**src/rtl/lsu_if.sv**
```systemverilog
// rtl/lsu_if.sv - core request/response and memory bus signals of the load/store unit
//
// Core side : lsu_req_valid/lsu_req_ready handshake, lsu_we, lsu_funct3, lsu_addr, lsu_wdata,
//             lsu_rsp_valid pulse with lsu_rdata and lsu_err.
// Memory side: mem_req/mem_gnt handshake, mem_addr, mem_we, mem_wstrb, mem_wdata,
//             mem_rvalid with mem_rdata.
// slave modport is the LSU's view; master modport is the core plus memory environment.
interface lsu_if;
    logic        lsu_req_valid;
    logic        lsu_req_ready;
    logic        lsu_we;
    logic [2:0]  lsu_funct3;
    logic [31:0] lsu_addr;
    logic [31:0] lsu_wdata;
    logic        lsu_rsp_valid;
    logic [31:0] lsu_rdata;
    logic        lsu_err;
    logic        mem_req;
    logic [31:0] mem_addr;
    logic        mem_we;
    logic [3:0]  mem_wstrb;
    logic [31:0] mem_wdata;
    logic        mem_gnt;
    logic        mem_rvalid;
    logic [31:0] mem_rdata;

    modport slave (
        input  lsu_req_valid, lsu_we, lsu_funct3, lsu_addr, lsu_wdata,
        input  mem_gnt, mem_rvalid, mem_rdata,
        output lsu_req_ready, lsu_rsp_valid, lsu_rdata, lsu_err,
        output mem_req, mem_addr, mem_we, mem_wstrb, mem_wdata
    );

    modport master (
        output lsu_req_valid, lsu_we, lsu_funct3, lsu_addr, lsu_wdata,
        output mem_gnt, mem_rvalid, mem_rdata,
        input  lsu_req_ready, lsu_rsp_valid, lsu_rdata, lsu_err,
        input  mem_req, mem_addr, mem_we, mem_wstrb, mem_wdata
    );
endinterface

```
**src/rtl/lsu.sv**
```systemverilog
// rtl/lsu.sv - single-outstanding load/store unit bridging core requests to a word bus
//
// clk : rising-edge clock
// rst : synchronous active-high reset
// bus : lsu_if.slave, core request/response and memory bus
module lsu (
    input  logic  clk,
    input  logic  rst,
    lsu_if.slave  bus
);
    typedef enum logic [1:0] {IDLE, REQ, WAIT, RESP} state_t;

    state_t      state, state_next;

    logic        we_q;
    logic [2:0]  funct3_q;
    logic [1:0]  addr_lo_q;
    logic        err_q;
    logic [31:0] rdata_q;
    logic [31:0] mem_addr_q;
    logic [31:0] mem_wdata_q;
    logic [3:0]  mem_wstrb_q;
    logic        mem_we_q;

    logic        accept;
    logic        req_bad;
    logic        load_now;
    logic [3:0]  wstrb_new;
    logic [31:0] wdata_new;
    logic [31:0] lane;
    logic [31:0] load_data;

    assign accept = bus.lsu_req_valid && bus.lsu_req_ready;

    // Misalignment or reserved funct3 is resolved at accept time so no bus access is made.
    always_comb begin
        req_bad = 1'b0;
        case (bus.lsu_funct3)
            3'b000, 3'b100: req_bad = 1'b0;
            3'b001, 3'b101: req_bad = bus.lsu_addr[0];
            3'b010:         req_bad = |bus.lsu_addr[1:0];
            default:        req_bad = 1'b1;
        endcase
    end

    // Store lane replication; the strobe selects which replica the memory keeps.
    always_comb begin
        wstrb_new = 4'b0000;
        wdata_new = 32'd0;
        if (bus.lsu_we) begin
            case (bus.lsu_funct3[1:0])
                2'b00: begin
                    wdata_new = {4{bus.lsu_wdata[7:0]}};
                    wstrb_new = 4'b0001 << bus.lsu_addr[1:0];
                end
                2'b01: begin
                    wdata_new = {2{bus.lsu_wdata[15:0]}};
                    wstrb_new = 4'b0011 << bus.lsu_addr[1:0];
                end
                default: begin
                    wdata_new = bus.lsu_wdata;
                    wstrb_new = 4'b1111;
                end
            endcase
        end
    end

    assign lane = bus.mem_rdata >> {addr_lo_q, 3'b000};

    always_comb begin
        load_data = lane;
        case (funct3_q)
            3'b000:  load_data = {{24{lane[7]}}, lane[7:0]};
            3'b001:  load_data = {{16{lane[15]}}, lane[15:0]};
            3'b100:  load_data = {24'd0, lane[7:0]};
            3'b101:  load_data = {16'd0, lane[15:0]};
            default: load_data = lane;
        endcase
    end

    // Read data is only honoured together with a grant in REQ, or in WAIT.
    assign load_now = bus.mem_rvalid && !we_q &&
                      ((state == REQ && bus.mem_gnt) || state == WAIT);

    always_comb begin
        state_next = state;
        case (state)
            IDLE: if (accept) state_next = req_bad ? RESP : REQ;
            REQ:  if (bus.mem_gnt) state_next = (we_q || bus.mem_rvalid) ? RESP : WAIT;
            WAIT: if (bus.mem_rvalid) state_next = RESP;
            RESP: state_next = IDLE;
            default: state_next = IDLE;
        endcase
    end

    always_ff @(posedge clk) begin
        if (rst) begin
            state       <= IDLE;
            we_q        <= 1'b0;
            funct3_q    <= 3'd0;
            addr_lo_q   <= 2'd0;
            err_q       <= 1'b0;
            rdata_q     <= 32'd0;
            mem_addr_q  <= 32'd0;
            mem_wdata_q <= 32'd0;
            mem_wstrb_q <= 4'd0;
            mem_we_q    <= 1'b0;
        end else begin
            state <= state_next;
            if (accept) begin
                we_q      <= bus.lsu_we;
                funct3_q  <= bus.lsu_funct3;
                addr_lo_q <= bus.lsu_addr[1:0];
                err_q     <= req_bad;
                if (req_bad) begin
                    rdata_q <= 32'd0;
                end else begin
                    mem_addr_q  <= {bus.lsu_addr[31:2], 2'b00};
                    mem_wdata_q <= wdata_new;
                    mem_wstrb_q <= wstrb_new;
                    mem_we_q    <= bus.lsu_we;
                end
            end
            if (state == REQ && bus.mem_gnt && we_q) begin
                rdata_q <= 32'd0;
            end
            if (load_now) begin
                rdata_q <= load_data;
            end
        end
    end

    assign bus.lsu_req_ready = (state == IDLE) && !rst;
    assign bus.lsu_rsp_valid = (state == RESP);
    assign bus.lsu_err       = (state == RESP) && err_q;
    assign bus.lsu_rdata     = rdata_q;
    assign bus.mem_req       = (state == REQ);
    assign bus.mem_addr      = mem_addr_q;
    assign bus.mem_we        = mem_we_q;
    assign bus.mem_wstrb     = mem_wstrb_q;
    assign bus.mem_wdata     = mem_wdata_q;
endmodule
```
**src/flat_wrapper.sv**
```systemverilog
// flat-port wrapper written by rule: the top's interface ports become plain ports
module lsu_flat 
  (clk, rst, bus_lsu_req_valid, bus_lsu_we, bus_lsu_funct3, bus_lsu_addr, bus_lsu_wdata, bus_mem_gnt, bus_mem_rvalid, bus_mem_rdata, bus_lsu_req_ready, bus_lsu_rsp_valid, bus_lsu_rdata, bus_lsu_err, bus_mem_req, bus_mem_addr, bus_mem_we, bus_mem_wstrb, bus_mem_wdata);
  lsu_if bus_i ();
  input  logic clk;
  input  logic rst;
  input wire logic [$bits(bus_i.lsu_req_valid)-1:0] bus_lsu_req_valid;
  input wire logic [$bits(bus_i.lsu_we)-1:0] bus_lsu_we;
  input wire logic [$bits(bus_i.lsu_funct3)-1:0] bus_lsu_funct3;
  input wire logic [$bits(bus_i.lsu_addr)-1:0] bus_lsu_addr;
  input wire logic [$bits(bus_i.lsu_wdata)-1:0] bus_lsu_wdata;
  input wire logic [$bits(bus_i.mem_gnt)-1:0] bus_mem_gnt;
  input wire logic [$bits(bus_i.mem_rvalid)-1:0] bus_mem_rvalid;
  input wire logic [$bits(bus_i.mem_rdata)-1:0] bus_mem_rdata;
  output wire logic [$bits(bus_i.lsu_req_ready)-1:0] bus_lsu_req_ready;
  output wire logic [$bits(bus_i.lsu_rsp_valid)-1:0] bus_lsu_rsp_valid;
  output wire logic [$bits(bus_i.lsu_rdata)-1:0] bus_lsu_rdata;
  output wire logic [$bits(bus_i.lsu_err)-1:0] bus_lsu_err;
  output wire logic [$bits(bus_i.mem_req)-1:0] bus_mem_req;
  output wire logic [$bits(bus_i.mem_addr)-1:0] bus_mem_addr;
  output wire logic [$bits(bus_i.mem_we)-1:0] bus_mem_we;
  output wire logic [$bits(bus_i.mem_wstrb)-1:0] bus_mem_wstrb;
  output wire logic [$bits(bus_i.mem_wdata)-1:0] bus_mem_wdata;
  assign bus_i.lsu_req_valid = bus_lsu_req_valid;
  assign bus_i.lsu_we = bus_lsu_we;
  assign bus_i.lsu_funct3 = bus_lsu_funct3;
  assign bus_i.lsu_addr = bus_lsu_addr;
  assign bus_i.lsu_wdata = bus_lsu_wdata;
  assign bus_i.mem_gnt = bus_mem_gnt;
  assign bus_i.mem_rvalid = bus_mem_rvalid;
  assign bus_i.mem_rdata = bus_mem_rdata;
  assign bus_lsu_req_ready = bus_i.lsu_req_ready;
  assign bus_lsu_rsp_valid = bus_i.lsu_rsp_valid;
  assign bus_lsu_rdata = bus_i.lsu_rdata;
  assign bus_lsu_err = bus_i.lsu_err;
  assign bus_mem_req = bus_i.mem_req;
  assign bus_mem_addr = bus_i.mem_addr;
  assign bus_mem_we = bus_i.mem_we;
  assign bus_mem_wstrb = bus_i.mem_wstrb;
  assign bus_mem_wdata = bus_i.mem_wdata;
  lsu u_core (.clk(clk), .rst(rst), .bus(bus_i));
endmodule
```
**config.mk**
```make
export PLATFORM = sky130hd
export DESIGN_NAME = lsu_flat
export DESIGN_NICKNAME = d
export VERILOG_FILES = /design/src/rtl/lsu_if.sv /design/src/rtl/lsu.sv /design/src/flat_wrapper.sv
export SDC_FILE = /design/constraint.sdc
export NUM_CORES = 1
export LEC_CHECK = 0
export BUFFER_PORTS_ARGS = -buffer_cell sky130_fd_sc_hd__buf_4
export CAP_MARGIN = 20
export CELL_PAD_IN_SITES_DETAIL_PLACEMENT = 1
export CELL_PAD_IN_SITES_GLOBAL_PLACEMENT = 2
export CORE_AREA = 2 2 139 141
export DETAILED_ROUTE_END_ITERATION = 16
export DIE_AREA = 0 0 141 143
export PLACE_DENSITY = 0.76
export SYNTH_ARGS = -nofsm -noshare
export SYNTH_HDL_FRONTEND = slang
export SYNTH_SLANG_ARGS = --single-unit
```
**constraint.sdc**
```tcl
create_clock -name clk -period 2.6 [get_ports clk]
set_input_delay 0.39 -clock clk [delete_from_list [all_inputs] [get_ports clk]]
set_output_delay 0.39 -clock clk [all_outputs]
set_load 0.05 [all_outputs]
```
==> results.ini <==
[run_status]
outcome=finished clean

[sta]
max_freq_mhz=417
slew-limit-headroom=0.355
period_share=0.923
tns_ns=0
skew_ns=0.00624
finalMaxSlewViolations=0
fin_ws_ns=0.200
rsz0062_at_grt=false
setup_violations=0
hold_viol_final=0
tightest_slew_ns=0.968
min_period_ns=2.40

[critical_path]
crit_fanout=24
crit_chain=inv_1, ha_1, nand3b_4, or3_1, and3b_1, a221o_1
path_class=reg -> reg
cp_data_required_time_ns=2.84
end_kind=flop
cpPeakStageDelay_ns=0.50
cp.arrival_ns=2.64
cp-start-kind=flop
r2r-start=u_core.state[0]
reg2reg_slack_ns=0.20
reg2reg_depth=6
r2r_end=u_core.bus.lsu_rdata[28]
cp_slowest_cell=and3b_1

[clock_tree]
clk_latency_ns=0.35
post_cts_buffers=0
cts.clk_slew.worst_paths_ns=0.08
cts.sinks=108
htreeDepth=3
numCtsBuffers=9
cts_resized=0
cts_tree=built
holdBufCountCts=0
clk_path_buf_depth=2
cts-root-buf=clkbuf_16

[synth]
synthTopCellsByArea=dfxtp_1 (45%), nand2_1 (7.2%), a21oi_1 (5.5%)
synth_top_area_share=0.451
ys_seq_area_frac=0.451
syn_avg_cell_area_um2=8.77
synth_cells=546
synth_enable_flop_cells=0
synth_async_sr_flop_share=0
synth_cell_types=41
synth_area_leader_cell=dfxtp_1
synth_ff_type=dfxtp_1
synth_warnings=0
ys_ff_latch=108
syn_area_um2=4790

[placement]
hpwl_mm=12.9
place_ws_ns=0.218
port_buffers=207
placed_cell_area_um2=6560
gp_congestion=0.829

[grt]
grt_pass1_vias=4934
grt_max_degree=38
grtUsageTotal=0.166
grt_pass1_wl_mm=26.4
antenna_found_initial=0
gr-total-overflow=0

[floorplanning]
fp.dieH_um=143
pin_count=210
num_rows=50
core_area_um2=18600
dieArea_um2=20200
fp.dieW_um=141
start_util=0.258

[layout]
area_growth_pct=43.2
design_area_um2=6860
diodes=0
nets=843
drive_gt1_frac=0.362

[min_path]
min-delay-start=bus_lsu_funct3[2]
hold_end=u_core.funct3_q[2]
hold_depth=3
min_path_type=in -> reg

[route]
ant_nets=0
drt-wirelength-per-cell_um=17.4
drt_iter0_markers=146
wl_mm=16.9
drc_errors=0
vias_per_cell=4.84
drt-pass1-iter-count=4
vias=4702

[pwr]
vdd_drop_max_uv=316
p_leak_nw=2.99
p_per_area_nw_per_um2=737

[run]
maxCapViolations=0

final cells by class:
class,instances,area [µm²]
Fill cell,2180,11700
Multi-Input combinational cell,386,2390
Clock inverter,7,76.3
Timing Repair Buffer,224,1690
Sequential cell,108,2160
Clock buffer,9,225
Inverter,4,15.0
Tap cell,234,293
sequential cells by signal, indices dropped and copies added, names as in the netlist, 2 cells and up:
register and flops:
u_core.state 2, u_core.bus.mem_addr 30, u_core.addr_lo_q 2, u_core.bus.lsu_rdata 32, u_core.funct3_q 3, u_core.bus.mem_wdata 32
u_core.bus.mem_wstrb 4
worst max path at each step:
stage                     from                        to
2_1_floorplan  u_core.state[1]  u_core.bus.lsu_rdata[29]
3_3_place_gp               rst  u_core.bus.lsu_rdata[29]
3_5_place_dp               rst  u_core.bus.lsu_rdata[28]
4_1_cts        u_core.state[0]  u_core.bus.lsu_rdata[28]
5_1_grt        u_core.state[0]  u_core.bus.lsu_rdata[25]
6_report       u_core.state[0]  u_core.bus.lsu_rdata[28]
power by group:
| part | internal, mW | leakage (nW) | switching, mW | total [mW] |
|---|---|---|---|---|
| Clock | 0.753 | 0.142 | 0.669 | 1.42 |
| Combinational | 0.606 | 1.97 | 1.10 | 1.71 |
| Sequential | 1.81 | 0.875 | 0.112 | 1.92 |
cells in the final DEF (no fill, tap or decap), types with 4 or more instances in the layout:
master	Yosys	layout
buf_4	2	223
dfxtp_1	108	108
nand2_1	92	92
a21oi_1	53	53
nor2_1	51	51
a22oi_1	32	32
mux2i_1	26	26
o21ai_0	24	24
mux2_2	23	23
nand3b_1	13	13
clkbuf_16	0	9
nand3_1	8	8
a221o_1	8	8
a211o_1	8	8
o2bb2ai_1	8	8
o211ai_1	7	7
ha_1	5	5
inv_1	4	4
stage by stage:
stage / util / hold slack (ns) / power, mW / instances
after detailed placement: 0.353 / 0.450 / 3.68 / 956
after CTS: 0.369 / 0.227 / 5.13 / 972
after floorplan: - / 0.445 / 3.11 / 547
after global routing: 0.369 / 0.237 / 5.32 / 972
final: 0.369 / 0.240 / 5.05 / 972
after global placement: 0.353 / 0.439 / 3.63 / 956
worst max-delay path, delay by kind of cell (launching register included):
family                     cells  cell delay, ns
buffers and inverters          1            0.14
AOI/OAI and AO/OA              1            0.48
DFF                            1            0.34
and+or+nand+nor                3            1.05
adders and majority gates      1            0.26
synthesized netlist by cell type (8+ instances only):
library cell  count
nand2_1          92
clkbuf_1         26
a22oi_1          32
a221o_1           8
a211o_1           8
o21ai_0          24
nor2_1           51
a21oi_1          53
mux2i_1          26
o2bb2ai_1         8
dfxtp_1         108
nand3b_1         13
nand3_1           8
mux2_2           23
buf_2            10
cell families (layout without fill, tap and decap cells):
kind of cell / count (synthesis) / count (layout) / share of synthesized area
compound gates: 149 / 149 / 0.203
fa+ha+maj: 5 / 5 / 0.0131
buf+inv: 53 / 244 / 0.0520
other cells: 1 / 2 / 0.000783
mux: 50 / 50 / 0.113
simple gates: 180 / 180 / 0.167
flops: 108 / 108 / 0.451
routing by layer:
layer  GRT usage  wire, µm  vias to the layer above
met4      0.0416       229                        0
met1       0.196      7370                     2240
met5           0         0                        -
met3      0.0661      1390                       16
li1            -         -                     2297
met2       0.283      7960                      149
Power figures use the tool's default switching activity.
